### config.mk
export PLATFORM = sky130hd
export DESIGN_NAME = div_1
export DESIGN_NICKNAME = d
export VERILOG_FILES = /design/src/rtl/div_1.sv
export SDC_FILE = /design/constraint.sdc
export NUM_CORES = 1
export LEC_CHECK = 0
export BUFFER_PORTS_ARGS = -buffer_cell sky130_fd_sc_hd__buf_2
export CORE_AREA = 4 4 105 107
export DETAILED_ROUTE_END_ITERATION = 8
export DIE_AREA = 0 0 109 111
export GPL_ROUTABILITY_DRIVEN = 0
export GPL_TIMING_DRIVEN = 0
export PLACE_DENSITY_LB_ADDON = 0.1
export SYNTH_ARGS = -nofsm -noshare
export SYNTH_HDL_FRONTEND = slang
export SYNTH_SLANG_ARGS = --single-unit
### constraint.sdc
create_clock -name clk -period 2.55 [get_ports clk]
set_input_delay 0.51 -clock clk [delete_from_list [all_inputs] [get_ports clk]]
set_output_delay 0.51 -clock clk [all_outputs]
set_load 0.01 [all_outputs]
### src/rtl/div_1.sv
// Fixed-point divider: x2_fxd = floor(|t1_fxd| * 2^X2_F / |b|), restoring, one quotient bit per cycle.
// Special cases (divide by zero, negative quotient, overflow) are decided at acceptance and force the result.
module div_1 #(
    parameter int T1_W = 24,
    parameter int B_W  = 16,
    parameter int X2_W = 16,
    parameter int X2_F = 16
) (
    input  logic            clk,
    input  logic            rst_n,
    input  logic            in_valid,
    output logic            in_ready,
    input  logic [T1_W-1:0] t1_fxd,
    input  logic [B_W-1:0]  b,
    output logic            out_valid,
    input  logic            out_ready,
    output logic [X2_W-1:0] x2_fxd,
    output logic            dz,
    output logic            neg,
    output logic            ovf
);

    localparam int DW    = T1_W + X2_F;
    localparam int CW    = ((DW > B_W + X2_W) ? DW : B_W + X2_W) + 1;
    localparam int CNT_W = $clog2(X2_W + 1);

    typedef enum logic [1:0] {IDLE, CALC, DONE} state_t;

    state_t            state_q, state_d;
    logic [B_W-1:0]    den_q, den_d;
    logic [B_W-1:0]    rem_q, rem_d;
    logic [X2_W-1:0]   nq_q, nq_d;
    logic [X2_W-1:0]   x2_q, x2_d;
    logic [CNT_W-1:0]  cnt_q, cnt_d;
    logic              dz_q, dz_d, neg_q, neg_d, ovf_q, ovf_d;

    logic [T1_W-1:0]   t1_mag;
    logic [B_W-1:0]    b_mag;
    logic [CW-1:0]     dvd_w, den_w;
    logic              b_zero, t1_zero, sgn_diff, ovf_c;
    logic [B_W:0]      trial, diff;
    logic              ge;

    // Magnitudes keep full width so the most negative value maps to 2^(W-1) without wrapping.
    assign t1_mag   = t1_fxd[T1_W-1] ? -t1_fxd : t1_fxd;
    assign b_mag    = b[B_W-1] ? -b : b;
    assign dvd_w    = CW'(t1_mag) << X2_F;
    assign den_w    = CW'(b_mag) << X2_W;
    assign b_zero   = (b == '0);
    assign t1_zero  = (t1_fxd == '0);
    assign sgn_diff = t1_fxd[T1_W-1] ^ b[B_W-1];
    assign ovf_c    = (dvd_w >= den_w);

    // nq_q shifts dividend bits out of the MSB while quotient bits enter at the LSB.
    assign trial = {rem_q, nq_q[X2_W-1]};
    assign ge    = (trial >= {1'b0, den_q});
    assign diff  = trial - {1'b0, den_q};

    assign in_ready  = (state_q == IDLE);
    assign out_valid = (state_q == DONE);
    assign x2_fxd    = x2_q;
    assign dz        = dz_q;
    assign neg       = neg_q;
    assign ovf       = ovf_q;

    always_comb begin
        state_d = state_q;
        den_d   = den_q;
        rem_d   = rem_q;
        nq_d    = nq_q;
        x2_d    = x2_q;
        cnt_d   = cnt_q;
        dz_d    = dz_q;
        neg_d   = neg_q;
        ovf_d   = ovf_q;
        case (state_q)
            IDLE: begin
                if (in_valid) begin
                    state_d = CALC;
                    cnt_d   = '0;
                    den_d   = b_mag;
                    // Without overflow the upper dividend part is already below the divisor.
                    rem_d   = B_W'(dvd_w >> X2_W);
                    nq_d    = dvd_w[X2_W-1:0];
                    dz_d    = b_zero;
                    neg_d   = !b_zero && sgn_diff && !t1_zero;
                    ovf_d   = !b_zero && !(sgn_diff && !t1_zero) && ovf_c;
                end
            end
            CALC: begin
                rem_d = ge ? diff[B_W-1:0] : trial[B_W-1:0];
                nq_d  = {nq_q[X2_W-2:0], ge};
                cnt_d = cnt_q + 1'b1;
                if (cnt_q == CNT_W'(X2_W - 1)) begin
                    state_d = DONE;
                    x2_d    = (dz_q || ovf_q) ? '1 : (neg_q ? '0 : nq_d);
                end
            end
            DONE: begin
                if (out_ready) state_d = IDLE;
            end
            default: state_d = IDLE;
        endcase
    end

    always_ff @(posedge clk or negedge rst_n) begin
        if (!rst_n) begin
            state_q <= IDLE;
            den_q   <= '0;
            rem_q   <= '0;
            nq_q    <= '0;
            x2_q    <= '0;
            cnt_q   <= '0;
            dz_q    <= 1'b0;
            neg_q   <= 1'b0;
            ovf_q   <= 1'b0;
        end else begin
            state_q <= state_d;
            den_q   <= den_d;
            rem_q   <= rem_d;
            nq_q    <= nq_d;
            x2_q    <= x2_d;
            cnt_q   <= cnt_d;
            dz_q    <= dz_d;
            neg_q   <= neg_d;
            ovf_q   <= ovf_d;
        end
    end

endmodule

==> reports/qor.yml <==
clocking:
  clock-sinks: 74
  clkTransAtPathRegs_ps: 80
  cts_tree: "built"
  clk_latency_ps: 360
  cts.path.max_buffers: 2
  hold_buffers: 0
  clock-root-buffer: "clkbuf_8"
  cts_made_buffers: 9
  htree_levels: 3
floorplanning:
  num_io_pins: 65
  die_w_um: 109
  core-area_sq_um: 10140
  start_util: 0.5133
  fp.dieH_um: 111
  num_rows: 37
  die_area_sq_um: 12100
detailed_routing:
  vias_per_cell: 5.887
  num_vias: 4851
  ant_nets: 0
  wl_um: 14590
  wl_per_cell_um: 17.70
  drt_iter0_drc: 337
  drc: 0
  dr.pass1.iters: 7
pwr:
  power.density_nw_per_um2: 1284
  pwr-share-clk: 0.104
  comb_power_share: 0.634
  ir_drop_v: 0.0005555
  switching_share: 0.4436
  internal-power_w: 0.004508
  p_sw_w: 0.003594
  cellLeakagePower_nw: 2.669
  power.total_w: 0.008103
  power_frac_seq: 0.262
placement:
  place_ws_ps: -973.6
  io_buffers: 63
  place_hpwl_um: 10980
synthesis:
  synth.net_count: 676
  synth-seq-cells: 74
  synth_edf_count: 0
  netlist-cell-type-count: 58
  synthFlopType: "dfrtp_1"
  syn_area_sq_um: 5204
  synth_top_area_frac: 0.3559
  synth.largest_area_cell: "dfrtp_1"
  yosys_warnings: 0
  syn-instance-count: 595
  seq_area_frac_synth: 0.3559
  syn_area_per_cell_sq_um: 8.746
  async_flop_share: 1.000
  ys_top_cells_by_area: "dfrtp_1 36%, ha_1 8.7%, nand2_1 5.6%, o21ai_0 4.4%, xnor2_1 4.0%"
worst_setup_path:
  endpoint_kind: "flip-flop"
  worstPathCellList: "buf_2 -> nor4_4 -> nand3_1 -> or4_4 -> o31ai_4 -> xor2_2 -> ha_4 -> a21oi_1 -> a21oi_1 -> a2111oi_2 -> nand3_1 -> nor4_2 -> a31oi_1"
  cp.required_ps: 2790
  path_class: "primary input to flip-flop"
  startpoint_type: "primary input"
  max_stage_delay_ps: 480
  arrival_ps: 3160
  slowest_stage: "or4_4"
  critical_path_peak_fanout: 4
layout:
  num_antenna_cells: 0
  drive_above_1_share: 0.2137
  syn_to_final_growth_pct: 21.28
  nFillCells: 878
  utilization: 0.6225
  seq_area_sq_um: 1852
  multi_input_comb_area_sq_um: 3426
  finalNetCount: 764
outcome:
  status: "complete, but fails checks"
  violations: "negative setup slack"
grt:
  grt_max_degree: 51
  grt_first_pass_wirelength_um: 23520
  first_global_vias: 4836
  grt_use_total: 0.2447
  grt_overflow: 0
  antenna_found_initial: 0
sta:
  fin_crit_sh: 1.148
  min_period_ps: 2929
  finalHoldWorstSlack_ps: 47.72
  hold_viol: 0
  worst_clock_skew_ps: 8.758
  worst_slew_pin_slew_ps: 668.1
  setup_viol: 1
  max_slew_margin: 0.5546
  setup_slack_ps: -378.6
  rsz0062_at_grt: "yes"
  drv_slew: 0
  fmax_ghz: 0.3415
job:
  cap_viol_max_count: 0
worst_hold_path:
  hp-class: "primary input to asynchronous set/reset pin"
path summary, 6_finish.rpt:
| path | endpoint | startpoint | slack [ps] | cells past startpoint |
|---|---|---|---|---|
| min in group clk | state_q[1] | out_ready | 400 | 3 |
| setup reg to reg | rem_q[10] | den_q[1] | 30 | 10 |
| setup / recovery | ovf | b[4] | -380 | 13 |
| hold / removal | rem_q[7] | rst_n | 50 | 1 |
| hold reg to reg | den_q[2] | den_q[2] | 490 | 2 |
| max in group asynchronous | den_q[14] | rst_n | 1940 | 2 |
cells in the mapped netlist, drive strengths merged, types with 8 or more instances:
library cell,count
nand2,77
dfrtp,74
o21ai,67
ha,36
nor2,35
inv,26
xnor2,24
clkbuf,22
nor2b,21
o22a,17
a21oi,16
mux2i,15
nand3,15
xor2,15
nor3,14
o31ai,10
or3,10
nand4,8
cell usage in the layout (no fill, tap or decap), drive strengths merged, types with 7 or more instances in the layout:
master	count
nor2	35
mux2i	15
xor2	15
dfrtp	74
o22a	17
xnor2	24
nor2b	21
nand4	8
or3	10
a21oi	16
nand2	77
a21o	7
o21ai	67
inv	26
nor3	14
clkbuf	33
nand3	15
buf	81
ha	36
o31ai	10
nor4	7
layer usage:
layer	vias to the layer above	routed length [um]	global-route usage
met5	-	0	0
met4	0	436	0.1052
met3	33	874	0.03902
met2	164	6546	0.3624
met1	2331	6729	0.3512
li1	2323	-	-
critical path: cells and delay by family:
family                     cells  cell delay [ps]
AOI/OAI and AO/OA              5              840
buffers and inverters          1              130
adders and majority gates      1              250
and+or+nand+nor                5             1190
xor gates and xnor gates       1              240
cell families (layout without fill, tap and decap cells):
logic type,count (synthesis),in the layout,share of synthesized area
AND/OR/NAND/NOR,211,211,0.2068
AO/OA/AOI/OAI,164,164,0.2082
flip-flops,74,74,0.3559
buffers and inverters,53,146,0.03919
XOR/XNOR,39,39,0.06564
adder cells (fa/ha/maj),37,37,0.09041
multiplexers,17,17,0.03390
flip-flops by register name, summed over array words and instances, names as in the netlist:
| signal | cells |
|---|---|
| dz | 1 |
| ovf | 1 |
| neg | 1 |
| nq_q | 16 |
| den_q | 16 |
| x2_fxd | 16 |
| rem_q | 16 |
| cnt_q | 5 |
| state_q | 2 |
stage by stage:
step | TNS (ps) | std cells | cell area, sq um
finish | -378.6 | 824 | 6311
global route | -790.5 | 824 | 6311
CTS | -372.0 | 819 | 6032
detailed placement | -4931 | 795 | 5768
global placement | -4434 | 794 | 5738
floorplan | -395.0 | 595 | 5253
layout make-up:
| class | count | share of cell area |
|---|---|---|
| multi-input cells | 468 | 0.5428 |
| flip-flops and latches | 74 | 0.2934 |
| repair buffers | 78 | 0.07375 |
| well taps | 136 | 0.02696 |
| clock buffers | 10 | 0.02181 |
| plain buffers | 26 | 0.01903 |
| inverters | 26 | 0.01546 |
| clock inverters | 6 | 0.006741 |
power by group through the flow:
stage / combinational (W) / clock (W) / sequential [W]
floorplan: 0.00325 / 0 / 0.00205
global placement: 0.00419 / 0 / 0.00208
detailed placement: 0.00431 / 0 / 0.00210
CTS: 0.00445 / 0.000858 / 0.00208
global route: 0.00566 / 0.000898 / 0.00219
finish: 0.00513 / 0.000845 / 0.00212
timing repair:
action                                  CTS  global route
endpoints found under the setup margin   19            29
setup buffers                             8             4
pin swaps                                 3            14
resized for setup                         8            45
hold endpoints to repair                  0             0
gates cloned                              0             2
Power figures use the tool's default switching activity.
